File: src/rtl/pulse_measure.sv
// pulse_measure: measures high-pulse widths of an asynchronous input in clk cycles.
// Each pulse is classified as accepted (valid), too short or too long, and
// accepted pulses are counted.
// Optional macro PULSE_MEASURE_LOW_EN adds measurement of the low gap before each pulse.
// Ports:
//   clk, rst     - clock, synchronous active-high reset
//   din          - asynchronous pulse input
//   width        - high time of last accepted pulse
//   valid        - strobe: width updated
//   too_short    - strobe: pulse shorter than MIN_LEN rejected
//   too_long     - strobe: pulse reached MAX_LEN
//   busy         - a pulse is being measured
//   pulse_count  - accepted pulse count (wraps)
//   low_width    - gap before last pulse (0 when feature disabled)
//   low_valid    - strobe: low_width updated (0 when feature disabled)
module pulse_measure #(
  parameter int unsigned WIDTH       = 16,
  parameter int unsigned MIN_LEN     = 2,
  parameter int unsigned MAX_LEN     = 1000,
  parameter int unsigned SYNC_STAGES = 2
) (
  input  logic             clk,
  input  logic             rst,
  input  logic             din,
  output logic [WIDTH-1:0] width,
  output logic             valid,
  output logic             too_short,
  output logic             too_long,
  output logic             busy,
  output logic [WIDTH-1:0] pulse_count,
  output logic [WIDTH-1:0] low_width,
  output logic             low_valid
);

  localparam int unsigned FILL_W = $clog2(SYNC_STAGES + 1);

  typedef enum logic [1:0] {ARM, IDLE, MEASURE, OVERRANGE} state_t;

  state_t                 state, state_d;
  logic [SYNC_STAGES-1:0] sync_q;
  logic                   din_s;
  logic [FILL_W-1:0]      fill;
  logic [WIDTH-1:0]       cnt, cnt_d, cnt_inc;
  logic [WIDTH-1:0]       width_d, pulse_count_d;
  logic                   valid_d, too_short_d, too_long_d, busy_d;

  assign din_s   = sync_q[SYNC_STAGES-1];
  assign cnt_inc = cnt + WIDTH'(1);

  // Input synchronizer, plus a fill counter so ARM ignores the reset-cleared
  // synchronizer contents and only decides on real samples of din.
  always_ff @(posedge clk) begin
    if (rst) begin
      sync_q <= '0;
      fill   <= '0;
    end else begin
      sync_q <= {sync_q[SYNC_STAGES-2:0], din};
      if (state == ARM && fill != FILL_W'(SYNC_STAGES)) fill <= fill + FILL_W'(1);
    end
  end

  // State register
  always_ff @(posedge clk) begin
    if (rst) state <= ARM;
    else     state <= state_d;
  end

  // Next-state logic
  always_comb begin
    state_d = state;
    case (state)
      ARM:       if (fill == FILL_W'(SYNC_STAGES) && !din_s) state_d = IDLE;
      IDLE:      if (din_s) state_d = (WIDTH'(1) >= WIDTH'(MAX_LEN)) ? OVERRANGE : MEASURE;
      MEASURE: begin
        if (!din_s)                         state_d = IDLE;
        else if (cnt_inc >= WIDTH'(MAX_LEN)) state_d = OVERRANGE;
      end
      OVERRANGE: if (!din_s) state_d = IDLE;
      default:   state_d = ARM;
    endcase
  end

  // Output / counter next values
  always_comb begin
    cnt_d         = cnt;
    width_d       = width;
    pulse_count_d = pulse_count;
    valid_d       = 1'b0;
    too_short_d   = 1'b0;
    too_long_d    = 1'b0;
    busy_d        = (state_d == MEASURE) || (state_d == OVERRANGE);
    case (state)
      IDLE: begin
        if (din_s) begin
          cnt_d      = WIDTH'(1);
          too_long_d = (state_d == OVERRANGE);
        end
      end
      MEASURE: begin
        if (din_s) begin
          cnt_d      = cnt_inc;
          too_long_d = (state_d == OVERRANGE);
        end else if (cnt < WIDTH'(MIN_LEN)) begin
          too_short_d = 1'b1;
        end else begin
          width_d       = cnt;
          valid_d       = 1'b1;
          pulse_count_d = pulse_count + WIDTH'(1);
        end
      end
      default: ;
    endcase
  end

  // Output and counter registers
  always_ff @(posedge clk) begin
    if (rst) begin
      cnt         <= '0;
      width       <= '0;
      pulse_count <= '0;
      valid       <= 1'b0;
      too_short   <= 1'b0;
      too_long    <= 1'b0;
      busy        <= 1'b0;
    end else begin
      cnt         <= cnt_d;
      width       <= width_d;
      pulse_count <= pulse_count_d;
      valid       <= valid_d;
      too_short   <= too_short_d;
      too_long    <= too_long_d;
      busy        <= busy_d;
    end
  end

`ifdef PULSE_MEASURE_LOW_EN
  logic [WIDTH-1:0] gap, gap_d, low_width_d;
  logic             gap_ok, gap_ok_d, low_valid_d;

  // Gap counter: starts at 1 on the first low sample (MEASURE/OVERRANGE -> IDLE),
  // saturates at MAX_LEN. gap_ok suppresses the gap seen right after ARM.
  always_comb begin
    gap_d       = gap;
    gap_ok_d    = gap_ok;
    low_width_d = low_width;
    low_valid_d = 1'b0;
    case (state)
      ARM: begin
        gap_d    = '0;
        gap_ok_d = 1'b0;
      end
      IDLE: begin
        if (din_s) begin
          if (gap_ok) begin
            low_width_d = gap;
            low_valid_d = 1'b1;
          end
        end else if (gap < WIDTH'(MAX_LEN)) begin
          gap_d = gap + WIDTH'(1);
        end
      end
      default: begin
        if (state_d == IDLE) begin
          gap_d    = WIDTH'(1);
          gap_ok_d = 1'b1;
        end
      end
    endcase
  end

  always_ff @(posedge clk) begin
    if (rst) begin
      gap       <= '0;
      gap_ok    <= 1'b0;
      low_width <= '0;
      low_valid <= 1'b0;
    end else begin
      gap       <= gap_d;
      gap_ok    <= gap_ok_d;
      low_width <= low_width_d;
      low_valid <= low_valid_d;
    end
  end
`else
  assign low_width = '0;
  assign low_valid = 1'b0;
`endif

endmodule

File: config.mk
export PLATFORM = sky130hd
export DESIGN_NAME = pulse_measure
export DESIGN_NICKNAME = d
export VERILOG_FILES = /design/src/rtl/pulse_measure.sv
export SDC_FILE = /design/constraint.sdc
export NUM_CORES = 1
export LEC_CHECK = 0
export ABC_AREA = 1
export CORE_MARGIN = 8
export CORE_UTILIZATION = 30
export DETAILED_ROUTE_END_ITERATION = 8
export GPL_TIMING_DRIVEN = 1
export HOLD_SLACK_MARGIN = 0.03
export PLACE_DENSITY = 0.51
export SLEW_MARGIN = 20
export SYNTH_ARGS = -nofsm -noshare
export SYNTH_HDL_FRONTEND = slang
export SYNTH_SLANG_ARGS = --single-unit
File: constraint.sdc
create_clock -name clk -period 3.05 [get_ports clk]
set_input_delay 0.61 -clock clk [delete_from_list [all_inputs] [get_ports clk]]
set_output_delay 0.61 -clock clk [all_outputs]
set_load 0.005 [all_outputs]
==> results of run 1 <==
-- power groups by stage --
stage	registers, uW	clock network (uW)	logic, uW
after floorplan	826	0	202
after global placement	829	0	251
after detailed placement	831	0	250
after CTS	813	655	252
after global routing	818	688	295
final	813	637	249
-- path summary, 6_finish.rpt --
path,slack (ns),cells past startpoint,from,end
worst max-delay path,0.71,11,state[0],pulse_count[11]
worst min-delay path,0.40,2,sync_q[0],sync_q[1]
worst max register to register,0.71,11,state[0],pulse_count[11]
worst min register to register,0.40,2,sync_q[0],sync_q[1]
-- through the flow --
step / setup WS, ns / hold slack [ns] / std cells / total power [uW]
4_1_cts: 0.7242 / 0.4024 / 598 / 1721
3_5_place_dp: 0.7255 / 0.3931 / 583 / 1081
5_1_grt: 0.3764 / 0.4569 / 598 / 1801
6_report: 0.7075 / 0.4024 / 598 / 1699
3_3_place_gp: 0.7583 / 0.3950 / 583 / 1080
2_1_floorplan: 1.400 / 0.3883 / 442 / 1028
-- worst reg2reg max path, stage by stage (launching register included) --
cell     delay [ns]
dfxtp_1        0.35
inv_1          0.13
ha_1           0.20
inv_1          0.06
nor2_1         0.08
nand2_1        0.26
inv_2          0.50
nand3_2        0.20
nor2_2         0.20
nand2_1        0.07
nor3_1         0.14
nor2_1         0.06
-- sequential cells by signal, indices dropped and copies added, names as in the netlist --
| name | cells |
|---|---|
| busy | 1 |
| cnt | 16 |
| fill | 2 |
| pulse_count | 16 |
| state | 2 |
| sync_q | 2 |
| too_long | 1 |
| too_short | 1 |
| valid | 1 |
| width | 16 |
-- Yosys cell counts (3+ instances only) --
cell / n / area share [%]
inv_2: 3 / 0.38
nor3_1: 10 / 1.7
nand3_2: 3 / 1.0
o22ai_1: 4 / 0.84
xor2_1: 7 / 2.0
nand3_1: 20 / 3.3
nor2_2: 5 / 1.0
o21ai_0: 27 / 4.5
nand4_1: 12 / 2.5
dfxtp_1: 58 / 39
ha_1: 8 / 3.3
nor2_4: 4 / 1.5
inv_1: 51 / 6.4
nor2_1: 40 / 5.0
buf_4: 18 / 4.5
a21oi_1: 42 / 7.0
buf_2: 4 / 0.67
nand2_1: 86 / 11
clkbuf_1: 9 / 1.1
-- cell usage in the layout (no fill, tap or decap), types with 3 or more instances in the layout --
master	synthesis	layout
a21oi_1	42	42
nand2_1	86	86
nor2_2	5	5
o22ai_1	4	4
nand3_1	20	20
nand4_1	12	12
conb_1	1	17
dfxtp_1	58	58
nand3_2	3	3
o21ai_0	27	27
inv_2	3	3
clkdlybuf4s50_1	0	38
xor2_1	7	7
nor2_4	4	4
ha_1	8	8
clkbuf_8	0	11
nor3_1	10	10
clkinv_2	0	3
inv_1	51	51
nor2_1	40	40
-- per-layer routing --
layer | share of wire, % | vias to the layer above | global-route usage, %
li1 | - | 1421 | -
met1 | 46 | 1231 | 13.95
met2 | 46 | 55 | 19.00
met3 | 6.0 | 11 | 3.127
met4 | 1.8 | 0 | 6.309
met5 | 0 | - | 0
-- area by class of cell --
class / count / area share, %
clock buffer: 12 / 4.322
clock inverter: 3 / 0.4183
inverter: 54 / 5.647
multi-input combinational: 299 / 41.83
sequential: 58 / 32.35
tap: 133 / 4.636
timing repair buffer: 39 / 10.81
-- kinds of logic after synthesis --
| family | after synthesis | synth area share (%) |
|---|---|---|
| adders and majority gates | 8 | 3.343 |
| AOI/OAI and AO/OA | 81 | 14.25 |
| and+or+nand+nor | 186 | 28.37 |
| buffers and inverters | 85 | 13.08 |
| other | 1 | 0.1252 |
| xor gates and xnor gates | 7 | 2.048 |
| DFF | 58 | 38.78 |
==> run metrics, run 1 <==
status finished, final reports clean; Synth Register Bits 58; # port buffers 38; # IOs 56; Storage cell area 0.001161 mm2; first-pass GRT wire length 12320 um; Layout area overhead 19.89%; core box area 0.009729 mm2; total grt overflow 0; Layout Nets 472; Top FF cell, synth dfxtp_1; DR WL/cell 12.65 um; Period Utilization, post-route 76.80%; global placer's final weighted congestion 0.8449; EDFF count, synth 0; Setup crit end kind flip-flop; largest net degree at the start of global routing 37; crit path buf inv count 3; Clock power frac 37.5%; H-tree depth 3; ys async rst share 0%; crit path DAT 2.58 ns; Clock Latency Late Sink 0.34 ns; first-iteration detailed-routing DRC count 147; Antenna Violating Nets Remaining 0; Critical Path Fanout Max 36; CTS tree done; clk buf depth 2; synthesized cell area 0.002994 mm2; initial antenna violation count 0; CP startpoint kind flip-flop; sequential share of power 47.9%; CP cell instances inv_1 -> ha_1 -> inv_1 -> nor2_1 -> nand2_1 -> inv_2 -> nand3_2 -> nor2_2 -> nand2_1 -> nor3_1 -> nor2_1; required time worst endpoint 3.29 ns; final hold violation count 0; Die W 115.9 um; dpl hpwl 5548 um; placed cell area 0.003420 mm2; Max transition margin 45.56%; row count 36; setup_tns 0 ns; PD cells 473.4 mW/mm2; routed vias 2718; WS Path Type flip-flop to flip-flop; peak supply drop 152.4 uV; ant diodes 0; vias in the first global route 2565; critical path's top delay family simple AND/OR/NAND/NOR gates; Unique masters post-synth 30; TritonCTS Buffers 9; final core occ 36.90%; worst slew pin tran 0.8158 ns; Die Y 115.9 um; area of the multi-input gates 0.001501 mm2; sequential area share after synthesis 38.78%; Switching Share 28.31%; minimum clock period 2.343 ns; DR vias/cell 4.545; Max stage delay on crit path 0.50 ns; RSZ-0062 raised after global routing false; critical path's slowest cell inv_2; Max Fclk 0.4269 GHz; Syn Area/Cell 7.028 um2; Yosys warning total 0; cell count after synthesis 426; drt drc 0; gr usage total 11.77%; fraction of layout instances using a drive strength above 1 7.097%; clk slew on worst S/H paths 0.07 ns; design area 0.003590 mm2; hold_buf cts 0; Post-CTS Setup Inserts 0; die area 0.01343 mm2; skew final 0.01226 ns; P_int 1218 uW; Root Driver clkbuf_8; Pins Over Slew Limit 0; HP Class flip-flop to flip-flop; leakage 0.001352 uW; drt first pass iters 4; Routed WL 7562 um; Max Cap Viol 0; net load switching power 481.1 uW; Initial Util 30.77%; Combinational Power Share 14.7%; Setup-failing EPs final 0; CTS resizes 0; fillers 1077; clock sinks 58
No activity file was read; power rests on OpenSTA's default activity.
==> inputs of run 2 (changes only) <==
PLACE_DENSITY = 0.53   (was 0.51)
clock period = 2 ns   (was 3.05 ns; I/O delays follow)
==> run 2 against run 1 <==
  * Count of clock-buffer cells in the layout did not move
  * Fmax grew 29%
  * Sequential cell count unchanged
  * Worst hold slack worse by 0.0033 ns
  * Routed wire length up 0.22%
  * Critical path type unchanged
  * Largest cell class unchanged
  * Largest power group unchanged
  * Highest routed layer unchanged
==> run metrics, run 2 (same netlist as run 1, synthesis figures left out) <==
Setup-failing EPs final 0 (unchanged); WS Path Type flip-flop to flip-flop; Storage cell area 0.001167 mm2 (+0.54%); peak supply drop 309.6 uV (+100%); dpl hpwl 5686 um (+2.5%); Die Y 115.9 um (unchanged); final worst setup slack 0.1857 ns (-0.5218 ns); Max Cap Viol 0 (unchanged); Pins Over Slew Limit 0 (unchanged); Reg-to-Reg End width[3]; Antenna Violating Nets Remaining 0 (unchanged); Combinational Power Share 14.5% (-0.2 points); ant diodes 0 (unchanged); fillers 1043 (-3.2%); status finished, final reports clean; Die W 115.9 um (unchanged); Period Utilization, post-route 90.72% (+14 points); skew final 0.01219 ns (-0.00007650 ns); Critical Path Fanout Max 35 (-2.8%); most frequent cells in the layout nand2_1 (85), dfxtp_1 (55), inv_1 (51); DR vias/cell 4.569 (+0.52%); CP cell instances nor4_1 -> nand3_2 -> nand2_1 -> inv_2 -> buf_4 -> o21ai_0 -> a21oi_1; Initial Util 30.77% (unchanged); worst hold path cell count 2 (unchanged); hold_buf cts 0 (unchanged); Clock Latency Late Sink 0.34 ns (about the same); Layout area overhead 25.70%; Reg2Reg Launch Point cnt[11]; area of the multi-input gates 0.001524 mm2 (+1.5%); net load switching power 776.2 uW (+61%); drt drc 0 (unchanged); required time worst endpoint 2.21 ns (-1.08 ns); M1 WL 3510 um (+0.69%); CP startpoint kind flip-flop; largest net degree at the start of global routing 36 (-2.7%); design area 0.003764 mm2 (+4.8%); Root Driver clkbuf_8; # IOs 56 (unchanged); final hold violation count 0 (unchanged); HP Class flip-flop to flip-flop; clk buf depth 2 (unchanged); critical path's slowest cell nor4_1; clk slew on worst S/H paths 0.07 ns (about the same); Clock power frac 42.4% (+4.9 points); HP Start sync_q[0]; crit path DAT 2.03 ns (-0.55 ns); placed cell area 0.003515 mm2 (+2.8%); first-pass GRT wire length 12750 um (+3.5%); top sig layer met4; leading cell type in the layout, fill and taps excluded nand2_1; Layout Nets 483 (+2.3%); Setup crit end kind flip-flop; Max stage delay on crit path 0.44 ns (-0.06 ns); fraction of layout instances using a drive strength above 1 10.48% (+3.4 points); P_int 2109 uW (+73%); CTS tree done; met3 WL post-DR 390 um (-14%); setup_tns 0 ns (unchanged); sequential share of power 43.0% (-4.9 points); TritonCTS Buffers 9 (unchanged); first-iteration detailed-routing DRC count 151 (+2.7%); PD cells 766.6 mW/mm2 (+62%); leakage 0.001422 uW (+5.2%); reg2reg setup slack 0.19 ns (-0.52 ns); RSZ-0062 raised after global routing false; # port buffers 38 (unchanged); Routed WL 7579 um (+0.22%); H-tree depth 3 (unchanged); vias in the first global route 2697 (+5.1%); initial antenna violation count 0 (unchanged); global placer's final weighted congestion 0.8927 (+5.7%); Switching Share 26.90% (-1.4 points); routed vias 2787 (+2.5%); gr usage total 11.93% (+0.16 points); R2R depth 7 (-4); worst slack, placed 0.05907 ns (-0.6665 ns); total grt overflow 0 (unchanged); clock sinks 58 (unchanged); core box area 0.009729 mm2 (unchanged); minimum clock period 1.814 ns (-0.5282 ns); drt first pass iters 4 (unchanged); Top Registers cnt: 16 flops, pulse_count: 16 flops, width: 16 flops; met2 WL post-DR 3569 um (+2.4%); die area 0.01343 mm2 (unchanged); DR WL/cell 12.42 um (-1.7%); Hold Slack 0.3991 ns (-0.003326 ns); row count 36 (unchanged); Hold Path Sink sync_q[1]; Max Fclk 0.5512 GHz (+29%)
## run 2: area by class of cell
class | instances | share of cell area [%]
Sequential cell | 58 | 31.02
Clock inverter | 4 | 1.995
Inverter | 54 | 5.386
Tap cell | 133 | 4.422
Timing Repair Buffer | 50 | 12.83
Multi-Input combinational cell | 299 | 40.49
Clock buffer | 12 | 3.856
## run 2: repair_timing
| action | in CTS | in global routing |
|---|---|---|
| setup endpoints to repair | 0 | 4 |
| resized for setup | 0 | 9 |
| buffers inserted | 0 | 0 |
## run 2: how the worst max path moves through the flow
stage	startpoint	end	slack [ns]	cells past startpoint
2_1_floorplan	cnt[1]	busy	0.35	14
3_3_place_gp	cnt[1]	too_long	0.07	14
3_5_place_dp	cnt[1]	too_long	0.06	14
4_1_cts	cnt[1]	state[1]	0.03	14
5_1_grt	cnt[0]	too_long	0.004	14
6_report	cnt[11]	width[3]	0.19	7
## run 2: worst max-delay path: cells and delay by family (launching register included)
family                 cells  cell delay [ns]
flip-flops                 1             0.36
AO/OA/AOI/OAI              2             0.26
AND/OR/NAND/NOR            3             0.77
buffers and inverters      2             0.28
## run 2: metrics by stage
stage / instances / total power, uW / utilization, %
6_report: 610 / 2885 / 38.68
5_1_grt: 610 / 3051 / 38.68
3_3_place_gp: 594 / 1662 / 36.12
3_5_place_dp: 594 / 1676 / 36.12
4_1_cts: 610 / 2919 / 38.39
2_1_floorplan: 442 / 1568 / -
## run 2: routing by layer
metal,up-vias,track usage [%]
met5,-,0
met4,0,4.667
li1,1438,-
met2,51,19.77
met1,1288,14.38
met3,10,3.127
## run 2: power groups by stage
stage / clock network [uW] / registers (uW) / logic (uW)
after floorplan: 0 / 1260 / 308
after global placement: 0 / 1270 / 397
after detailed placement: 0 / 1270 / 409
after CTS: 1260 / 1240 / 413
after global routing: 1310 / 1250 / 489
final: 1220 / 1240 / 419
==> inputs of run 3 (changes only) <==
RECOVER_POWER = 50   (was unset)
==> run 3 against run 2 <==
  * Setup slack improved by 0.0025 ns
  * Non-clock buffer count unchanged
  * Count of clock-buffer cells in the layout unchanged
  * First-iteration DRC count increased by 7.9%
  * Final cell count unchanged
  * Register-to-register slack about the same
  * Cell area decreased by 0.27%
  * Critical path type unchanged
  * Highest routed layer unchanged
==> run metrics, run 3 (same netlist as run 1, synthesis figures left out) <==
worst slack, placed 0.05907 ns (unchanged); clk slew on worst S/H paths 0.07 ns (about the same); Setup-failing EPs final 0 (unchanged); die area 0.01343 mm2 (unchanged); CP startpoint kind flip-flop; total grt overflow 0 (unchanged); status finished, final reports clean; final worst setup slack 0.1882 ns (+0.002495 ns); largest net degree at the start of global routing 36 (unchanged); # IOs 56 (unchanged); Max Fclk 0.5519 GHz (+0.14%); drt first pass iters 4 (unchanged); clk buf depth 2 (unchanged); H-tree depth 3 (unchanged); Die W 115.9 um (unchanged); DR WL/cell 12.42 um (about the same); DR vias/cell 4.561 (-0.18%); CP cell instances nor4_1 -> nand3_2 -> nand2_1 -> inv_2 -> buf_4 -> o21ai_0 -> a21oi_1; row count 36 (unchanged); core box area 0.009729 mm2 (unchanged); Root Driver clkbuf_8; Initial Util 30.77% (unchanged); drt drc 0 (unchanged); most frequent cells in the layout nand2_1 (85), dfxtp_1 (55), inv_1 (51); routed vias 2782 (-0.18%); PD cells 766.3 mW/mm2 (about the same); TritonCTS Buffers 9 (unchanged); CTS tree done; # port buffers 38 (unchanged); skew final 0.01191 ns (-0.0002805 ns); M1 WL 3499 um (-0.31%); required time worst endpoint 2.21 ns (about the same); HP Class flip-flop to flip-flop; critical path's slowest cell nor4_1; crit path DAT 2.03 ns (about the same); global placer's final weighted congestion 0.8927 (unchanged); Layout Nets 483 (unchanged); Routed WL 7575 um (about the same); final hold violation count 0 (unchanged); Max stage delay on crit path 0.45 ns (about the same); leading cell type in the layout, fill and taps excluded nand2_1; first-pass GRT wire length 12750 um (unchanged); vias in the first global route 2697 (unchanged); top sig layer met4; gr usage total 11.93% (unchanged); dpl hpwl 5686 um (unchanged); minimum clock period 1.812 ns (-0.002495 ns); fraction of layout instances using a drive strength above 1 10.06% (-0.42 points); Top Registers cnt: 16 flops, pulse_count: 16 flops, width: 16 flops; Clock Latency Late Sink 0.34 ns (about the same); Setup crit end kind flip-flop; peak supply drop 310.9 uV (+0.44%); Max Cap Viol 0 (unchanged); WS Path Type flip-flop to flip-flop; initial antenna violation count 0 (unchanged); Max transition margin 64.95%; setup_tns 0 ns (unchanged); met2 WL post-DR 3558 um (-0.31%); leakage 0.001496 uW (+5.2%); ant diodes 0 (unchanged); RSZ-0062 raised after global routing false; Die Y 115.9 um (unchanged); Antenna Violating Nets Remaining 0 (unchanged); Period Utilization, post-route 90.59% (-0.12 points); Critical Path Fanout Max 35 (unchanged); met3 WL post-DR 408 um (+4.6%); hold_buf cts 0 (unchanged); first-iteration detailed-routing DRC count 163 (+7.9%); clock sinks 58 (unchanged); worst slew pin tran 0.5258 ns; Pins Over Slew Limit 0 (unchanged); Layout area overhead 25.37%
==> run 3: per-stage QoR <==
stage	instance area [um2]	std cells	utilization, %	hold WS, ns	total power [uW]
4_1_cts	3735	610	38.39	0.3996	2919
3_5_place_dp	3515	594	36.12	0.3956	1676
2_1_floorplan	3054	442	-	0.3883	1568
3_3_place_gp	3515	594	36.12	0.3894	1662
5_1_grt	3754	610	38.58	0.4277	3042
6_report	3754	610	38.58	0.3985	2876
==> run 3: final cells by class <==
cell class | instances | area (um2)
Fill cell | 1046 | 5976
Multi-Input combinational cell | 299 | 1524
Sequential cell | 58 | 1167
Timing Repair Buffer | 50 | 473.0
Inverter | 54 | 202.7
Tap cell | 133 | 166.4
Clock buffer | 12 | 145.1
Clock inverter | 4 | 75.07
==> run 3: final timing paths <==
path / depth (start not counted) / start / end / slack (ns)
max: 7 / cnt[11] / width[3] / 0.19
max reg2reg: 7 / cnt[11] / width[3] / 0.19
min reg2reg: 2 / sync_q[0] / sync_q[1] / 0.40
min: 2 / sync_q[0] / sync_q[1] / 0.40
==> run 3: worst max-delay path: cells and delay by family, from the launching register on <==
family / cells / cell delay (ns)
flops: 1 / 0.36
compound gates: 2 / 0.26
buf+inv: 2 / 0.28
simple gates: 3 / 0.78
==> run 3: layer usage <==
metal | vias up | global-route usage [%]
li1 | 1438 | -
met1 | 1275 | 14.38
met2 | 59 | 19.77
met3 | 10 | 3.127
met4 | 0 | 4.667
met5 | - | 0
==> run 3: timing repair <==
action,4_1_cts,5_1_grt
setup endpoints to repair,0,4
gates resized for setup,0,9
buffers inserted,0,0
==> run 3: power by group <==
part | total, uW | internal, uW | switching [uW]
logic | 412 | 158 | 254
clock network | 1220 | 737 | 486
registers | 1240 | 1210 | 35.1
total | 2880 | 2100 | 775
